==> config.mk <==
export PLATFORM = sky130hd
export DESIGN_NAME = load_store_unit
export DESIGN_NICKNAME = d
export VERILOG_FILES = /design/src/rtl/load_store_unit.sv
export SDC_FILE = /design/constraint.sdc
export NUM_CORES = 1
export LEC_CHECK = 0
export CELL_PAD_IN_SITES_DETAIL_PLACEMENT = 1
export CELL_PAD_IN_SITES_GLOBAL_PLACEMENT = 1
export CORE_ASPECT_RATIO = 1.1
export CORE_UTILIZATION = 35
export CTS_CLUSTER_DIAMETER = 30
export DETAILED_ROUTE_END_ITERATION = 7
export GPL_TIMING_DRIVEN = 0
export PLACE_DENSITY = 0.85
export SYNTH_ARGS = -nofsm -noshare
export SYNTH_HDL_FRONTEND = slang
export SYNTH_SLANG_ARGS = --single-unit
==> constraint.sdc <==
create_clock -name clk -period 4.4 [get_ports clk]
set_clock_uncertainty 0.15 [all_clocks]
set_input_delay 0.66 -clock clk [delete_from_list [all_inputs] [get_ports clk]]
set_output_delay 0.66 -clock clk [all_outputs]
set_load 0.01 [all_outputs]
==> src/rtl/load_store_unit.sv <==
// Load/store unit: turns MemRead/MemWrite requests into single-beat data memory
// accesses with byte lanes, alignment and legality checks, load extension and an
// ack timeout. Stalls the pipeline while a request is pending.
module load_store_unit #(
    parameter int unsigned DM_ADDRESS = 9,
    parameter int unsigned DATA_W     = 32,
    parameter int unsigned TIMEOUT    = 15
) (
    input  logic                  clk,
    input  logic                  rst_n,
    input  logic                  MemRead,
    input  logic                  MemWrite,
    input  logic [2:0]            Funct3,
    input  logic [DM_ADDRESS-1:0] a,
    input  logic [DATA_W-1:0]     wd,
    output logic [DATA_W-1:0]     rd,
    output logic                  stall,
    output logic                  done,
    output logic                  fault,
    output logic                  mem_req,
    output logic                  mem_we,
    output logic [DM_ADDRESS-1:0] mem_addr,
    output logic [DATA_W-1:0]     mem_wdata,
    output logic [3:0]            mem_be,
    input  logic                  mem_ack,
    input  logic [DATA_W-1:0]     mem_rdata
);

    localparam int unsigned CntW = $clog2(TIMEOUT + 1);

    typedef enum logic [1:0] {StIdle, StReq, StDone} state_e;

    state_e            state_q, state_d;
    logic [CntW-1:0]   cnt_q;
    logic              load_q;
    logic [2:0]        f3_q;
    logic [1:0]        lane_q;

    logic              req_in;
    logic              legal;
    logic              misaligned;
    logic              req_ok;
    logic              tmo;
    logic [3:0]        be_d;
    logic [DATA_W-1:0] wdata_d;
    logic [7:0]        byte_sel;
    logic [15:0]       half_sel;
    logic [DATA_W-1:0] ld_data;

    assign req_in = MemRead | MemWrite;
    // Last waiting cycle: without ack this edge takes the counter to TIMEOUT.
    assign tmo    = (cnt_q == CntW'(TIMEOUT - 1));
    assign req_ok = legal & ~misaligned;

    // Decode legality, alignment, byte enables and lane-replicated store data.
    always_comb begin
        legal      = 1'b0;
        misaligned = 1'b0;
        be_d       = 4'b1111;
        wdata_d    = wd;
        if (MemRead) begin
            legal = Funct3 inside {3'b000, 3'b001, 3'b010, 3'b100, 3'b101};
        end else begin
            legal = Funct3 inside {3'b000, 3'b001, 3'b010};
        end
        case (Funct3[1:0])
            2'b01:   misaligned = a[0];
            2'b10:   misaligned = (a[1:0] != 2'b00);
            default: misaligned = 1'b0;
        endcase
        if (!MemRead) begin
            case (Funct3[1:0])
                2'b00: begin
                    be_d    = 4'b0001 << a[1:0];
                    wdata_d = {4{wd[7:0]}};
                end
                2'b01: begin
                    be_d    = a[1] ? 4'b1100 : 4'b0011;
                    wdata_d = {2{wd[15:0]}};
                end
                default: begin
                    be_d    = 4'b1111;
                    wdata_d = wd;
                end
            endcase
        end
    end

    // Select the addressed lane of the read word and extend it.
    always_comb begin
        byte_sel = mem_rdata[{lane_q, 3'b000} +: 8];
        half_sel = lane_q[1] ? mem_rdata[31:16] : mem_rdata[15:0];
        case (f3_q)
            3'b000:  ld_data = {{(DATA_W - 8){byte_sel[7]}}, byte_sel};
            3'b001:  ld_data = {{(DATA_W - 16){half_sel[15]}}, half_sel};
            3'b010:  ld_data = mem_rdata;
            3'b100:  ld_data = {{(DATA_W - 8){1'b0}}, byte_sel};
            3'b101:  ld_data = {{(DATA_W - 16){1'b0}}, half_sel};
            default: ld_data = '0;
        endcase
    end

    // Next-state logic and combinational stall.
    always_comb begin
        state_d = state_q;
        stall   = 1'b0;
        case (state_q)
            StIdle: begin
                stall = req_in;
                if (req_in) begin
                    state_d = req_ok ? StReq : StDone;
                end
            end
            StReq: begin
                stall = 1'b1;
                if (mem_ack || tmo) begin
                    state_d = StDone;
                end
            end
            StDone:  state_d = StIdle;
            default: state_d = StIdle;
        endcase
    end

    // State register and wait counter (held at zero outside REQ).
    always_ff @(posedge clk or negedge rst_n) begin
        if (!rst_n) begin
            state_q <= StIdle;
            cnt_q   <= '0;
        end else begin
            state_q <= state_d;
            if (state_q != StReq) begin
                cnt_q <= '0;
            end else if (!mem_ack) begin
                cnt_q <= cnt_q + CntW'(1);
            end
        end
    end

    // Capture access attributes needed at completion.
    always_ff @(posedge clk or negedge rst_n) begin
        if (!rst_n) begin
            load_q <= 1'b0;
            f3_q   <= 3'b000;
            lane_q <= 2'b00;
        end else if (state_q == StIdle && req_in) begin
            load_q <= MemRead;
            f3_q   <= Funct3;
            lane_q <= a[1:0];
        end
    end

    // Registered memory interface, held stable for the whole REQ phase.
    always_ff @(posedge clk or negedge rst_n) begin
        if (!rst_n) begin
            mem_req   <= 1'b0;
            mem_we    <= 1'b0;
            mem_addr  <= '0;
            mem_wdata <= '0;
            mem_be    <= 4'b0000;
        end else begin
            case (state_q)
                StIdle: begin
                    if (req_in && req_ok) begin
                        mem_req   <= 1'b1;
                        mem_we    <= ~MemRead;
                        mem_addr  <= {a[DM_ADDRESS-1:2], 2'b00};
                        mem_wdata <= wdata_d;
                        mem_be    <= be_d;
                    end
                end
                StReq: begin
                    if (mem_ack || tmo) begin
                        mem_req <= 1'b0;
                        mem_we  <= 1'b0;
                    end
                end
                default: ;
            endcase
        end
    end

    // Completion pulse plus result and fault, which hold until the next completion.
    always_ff @(posedge clk or negedge rst_n) begin
        if (!rst_n) begin
            done  <= 1'b0;
            fault <= 1'b0;
            rd    <= '0;
        end else begin
            done <= 1'b0;
            case (state_q)
                StIdle: begin
                    if (req_in && !req_ok) begin
                        done  <= 1'b1;
                        fault <= 1'b1;
                        rd    <= '0;
                    end
                end
                StReq: begin
                    // Ack wins over a simultaneous timeout.
                    if (mem_ack) begin
                        done  <= 1'b1;
                        fault <= 1'b0;
                        rd    <= load_q ? ld_data : '0;
                    end else if (tmo) begin
                        done  <= 1'b1;
                        fault <= 1'b1;
                        rd    <= '0;
                    end
                end
                default: ;
            endcase
        end
    end

endmodule

Yosys cells after proc, flatten, opt, wreduce, memory -nomap -nowiden
Index checks and enable logic that the tools add are counted.
W data, S select, Z words.

storage, ports and cells
  register bits = 91
  latch bits = 0
  RAM bits = 0
  memory bits (read-only) = 0
  input bits = 81
  output and inout port bits = 82
  word-level logic and storage cells = 90
  memories kept = 0

cells by class
  $add $sub $neg = 1
  multipliers = 0
  div/mod/pow operators = 0
  order comparisons = 0
  eq/ne operators = 19
  shifts and indexed selects = 2
  multiplexer cells = 34
  bitwise operators = 4
  reductions and logical operators = 17

operator list
  operator               count
  $mux W32               5
  $pmux W32 S5           1
  $pmux W32 S2           2
  $shiftx A32 B6 Y8      1
  $mux W16               1
  $mux W4                4
  $eq A3 B3 Y1 const B   4
  $pmux W1 S2            6
  $mux W1                10
  $ne A2 B1 Y1 const B   4
  $pmux W4 S2            1
  $eq A3 B1 Y1 const B   2
  $eq A3 B2 Y1 const B   2
  $logic_not A3 Y1       2
  $mux W2                3
  $reduce_and A3 Y1      2
  $reduce_bool A5 Y1     1
  $add A4 B1 Y4 const B  1
  $eq A2 B1 Y1 const B   2
  $eq A4 B4 Y1 const B   1
  $logic_not A2 Y1       2
  $ne A2 B2 Y1 const B   2
  $pmux W2 S2            1
  $reduce_and A2 Y1      2
  other kinds (11)       15

Longest topological paths before layout
  depth in word-level cells = 8
  depth in mapped cells = 10
  depth with buffers taken out = 7

Worst setup path after synthesis
Ideal clock, no wire load.

  path type = input-to-reg
  from = in Funct3[0]
  to = reg rd[25]
  library setup time = 0.132 ns
  data arrival time = 2.110 ns
  data required time = 4.118 ns
  setup slack = 2.008 ns
  stages on the path = 10
  buffers on the path = 3
  cells stage by stage = inv_1 > ha_1 > buf_2 > nor4_1 > a21o_1 > a21oi_1 > o21a_1 > buf_6 > buf_4 > o2bb2ai_1

between the ends
  cells in the longest elaborated chain, start to end = 8
  elaborated cells between the ends (all ways) = 17
  those cells by class = eq/ne (7); mux (2); bitwise (2); reduce/logical (6)

RTL lines
  element                                       line    source
  start: declaration                            13      input logic [2:0] Funct3,
  $eq A3 B1 Y1 (tied with other cells)          62, 64
  $reduce_bool A5 Y1 (tied with other cells)    62      legal = Funct3 inside {3'b000, 3'b001, 3'b010, 3'b100, 3'b101};
  $mux W1 / $not A1 Y1 (equally long branches)  61, 53
  $and A1 B1 Y1 (*)                             53      assign req_ok = legal & ~misaligned;
  $logic_not A1 Y1 (*)                          193     if (req_in && !req_ok) begin
  $logic_and A1 B1 Y1 (*)                       193
  $ne A2 B1 Y1 (no source line) (*)             -
  $reduce_and A3 Y1 (no source line) (*)        -
  end signal: assignment                        204     rd <= load_q ? ld_data : '0;
  end: declaration                              16      output logic [DATA_W-1:0] rd,

Every way passes the cells marked *; elsewhere a longest branch is shown, timed or not.
A chain may end at the register's enable or synchronous reset.

Final worst setup path
  from = in Funct3[1]
  to = reg rd[28]

Same word-level chain as after synthesis.

==> results_dict.tcl <==
set metrics [dict create \
    die-area_um2 12800 \
    detail_route.vias_per_cell 5.48 \
    synth_cells 445 \
    h-tree-depth 3 \
    worstSkewPairLatency_ps 340 \
    drt_pre_antenna_iters 4 \
    critical-path-slowest-cell "clkdlybuf4s50_1" \
    crit_type "primary input to register" \
    leakage_nw 2.72 \
    synth_enable_flop_cells 0 \
    end_kind "register" \
    cts.clk_slew.worst_paths_ps 60 \
    globalRoute.totalOverflow 0 \
    numCtsBuffers 9 \
    final_hold_viols 0 \
    placement_rows 42 \
    synth_cell_type_count 46 \
    route.vias.total 4245 \
    yosys.cell_count.top_type "dfrtp_1" \
    clock_tree.buffer_depth 2 \
    global_route.usage.total_pct 24.1 \
    clockRootBuffer "clkbuf_16" \
    worst_path_cell_trace "clkdlybuf4s50_1 > inv_1 > ha_1 > buf_2 > nor4_1 > a21o_1 > a21oi_1 > o21a_1 > buf_6 > buf_4 > o2bb2ai_1" \
    synth.top_cells.by_count "dfrtp_1, nand2_1, o2bb2ai_1" \
    drcViolationCount 0 \
    nFillCells 1367 \
    crit_required_ps 4460 \
    synth_top_area_cell "dfrtp_1" \
    drt-initial-drc-count 120 \
    yosysSeqAreaShare_pct 52.5 \
    grt_pass1_vias 4401 \
    cpLargestDelayFamily "buffers and inverters" \
    chipHeight_um 119 \
    netlist_area_um2 4340 \
    grt_max_degree 51 \
    postSynthAreaPerCell_um2 9.74 \
    fraction_of_final_layout_cells_with_drive_strength_greater_than_1_pct 7.25 \
    cp_data_arrival_time_ps 2900 \
    post_cts_buffers 0 \
    crit_path_max_fanout 10 \
    asyncSetResetFlopFracSynth_pct 100 \
    max_stage_delay_ps 490 \
    least_margin_pin_slew_ps 665 \
    count_of_buffer_and_inverter_cells_on_the_critical_path 5 \
    starting_density_pct 36.0 \
    setup.worst_path.start_class "primary input" \
    preCtsSetupSlack_ps 1240 \
    yosys_warnings 0 \
    area_delta_synth_final_pct 48.7 \
    quantity_of_i_o_buffers_inserted_on_ports 158 \
    synthFlopType "dfrtp_1" \
    yosysTopAreaCellShare_pct 52.5 \
    final_hpwl_from_detailed_placement_um 11200 \
    fmax_mhz 353 \
    finalSetupViolations 0 \
    setup_repair_after_global_routing_missed_its_margin "no" \
    post_synth_main_area_contributors "dfrtp_1, nand2_1, o2bb2ai_1" \
    tritoncts_clock_tree "yes" \
    period_share_pct 64.4 \
    pin_count 163 \
    cts-resized-gates 0 \
    timing.final.crit_period_ps 2840 \
    die_width_um 108 \
    antenna_violating_nets_post_route 0 \
    route.detailed.wl_per_inst_um 19.2 \
    power.density_nw_per_um2 631 \
    fin_ws_ps 1560 \
    max_cap_viol_count 0 \
    slew_viol_final 0 \
    final_net_count 703 \
    holdWs_ps 159 \
    diodes_inserted 0 \
    tritoncts_num_sinks 91 \
    max_slew_margin_pct 55.4 \
    antenna_found_initial 0 \
    min_path_type "primary input to asynchronous set/reset pin" \
    grt_first_pass_wirelength_um 23500 \
    routabilityCongestion 0.899 \
    postSynthRegisterBits 91 \
    peak_supply_drop_uv 250 \
    post_cts_hold_buffer_count 0 \
    floorplan.core_area_um2 12000 \
    result_of_the_run "completed" \
    routed_wl_um 14900 \
]
==> layout by cell type (no fill, tap or decap), types with 2 or more instances in the layout <==
cell type and count:
clkdlybuf4s50_1 157, dfrtp_1 91, nand2_1 80, o2bb2ai_1 32, a21oi_1 27, o21ai_0 27, nand3_1 24, nor2_1 22
o21ai_1 20, clkbuf_1 15, buf_2 14, a221oi_1 14, a31oi_1 12, inv_1 9, clkbuf_16 9, a221o_1 8
ha_1 6, buf_6 5, nor2b_1 4, buf_4 4, and3_1 3, nand2b_1 3, clkbuf_8 3, o21a_1 2
a211o_1 2, xor2_1 2, conb_1 2
==> cells by family (layout without fill, tap and decap cells) <==
group                      after synthesis  in the layout  share of synthesized area, %
adders and majority gates                6              6                          1.73
other                                    1              2                        0.0865
muxes                                    2              2                         0.779
AOI/OAI and AO/OA                      154            154                          24.7
and+or+nand+nor                        143            143                          14.1
xor gates and xnor gates                 3              3                         0.606
DFF                                     91             91                          52.5
buffers and inverters                   45            220                          5.43
==> report_power, final <==
group / internal, W / switching, W
logic: 0.000938 / 0.000983
registers: 0.00115 / 0.000202
clock network: 0.000488 / 0.000311
==> state kept, by name, indices dropped and copies added (netlist names), 2 cells and up <==
name,cells
lane_q,2
cnt_q,4
state_q,2
mem_wdata,32
mem_be,4
f3_q,3
mem_addr,7
rd,32
==> layer usage <==
metal  wire length, um  GRT usage [%]  vias to the layer above
met5                 0              0                        -
met4               351           8.65                        0
met3              1320           7.00                       26
met2              7170           40.1                      186
met1              6070           29.1                     2091
li1                  -              -                     1942
==> layout make-up <==
| class | count | area [um2] | share of cell area [%] |
|---|---|---|---|
| Timing Repair Buffer | 159 | 1610 | 24.9 |
| Sequential cell | 91 | 2280 | 35.3 |
| Clock inverter | 1 | 30.0 | 0.466 |
| Buffer | 35 | 198 | 3.07 |
| Inverter | 10 | 37.5 | 0.582 |
| Multi-Input combinational cell | 310 | 1830 | 28.3 |
| Tap cell | 154 | 193 | 2.99 |
| Clock buffer | 15 | 278 | 4.31 |
==> worst reg2reg max path, delay by kind of cell, from the launching register on <==
kind	cells	cell delay, ps
AOI/OAI and AO/OA	2	300
buffers and inverters	2	750
DFF	1	460
and+or+nand+nor	1	320
==> worst paths after layout <==
path	start	end	slack [ps]	cells after the start
setup / recovery	Funct3[1]	rd[28]	1560	11
hold / removal	rst_n	rd[21]	160	1
setup reg to reg	f3_q[1]	rd[11]	2280	5
hold reg to reg	mem_wdata[8]	mem_wdata[8]	330	2
max in group asynchronous	rst_n	rd[3]	3290	2
min in group clk	mem_wdata[8]	mem_wdata[8]	330	2
==> per-stage QoR <==
| stage | instances | area [um2] | power [W] | setup TNS (ps) | util [%] |
|---|---|---|---|---|---|
| floorplan | 446 | 4340 | 0.00230 | 0 | - |
| global placement | 758 | 6110 | 0.00321 | -77420 | 50.8 |
| detailed placement | 759 | 6140 | 0.00328 | 0 | 51.0 |
| CTS | 775 | 6450 | 0.00410 | 0 | 53.6 |
| global route | 775 | 6450 | 0.00434 | 0 | 53.6 |
| finish | 775 | 6450 | 0.00407 | 0 | 53.6 |
Power figures use the tool's default switching activity.
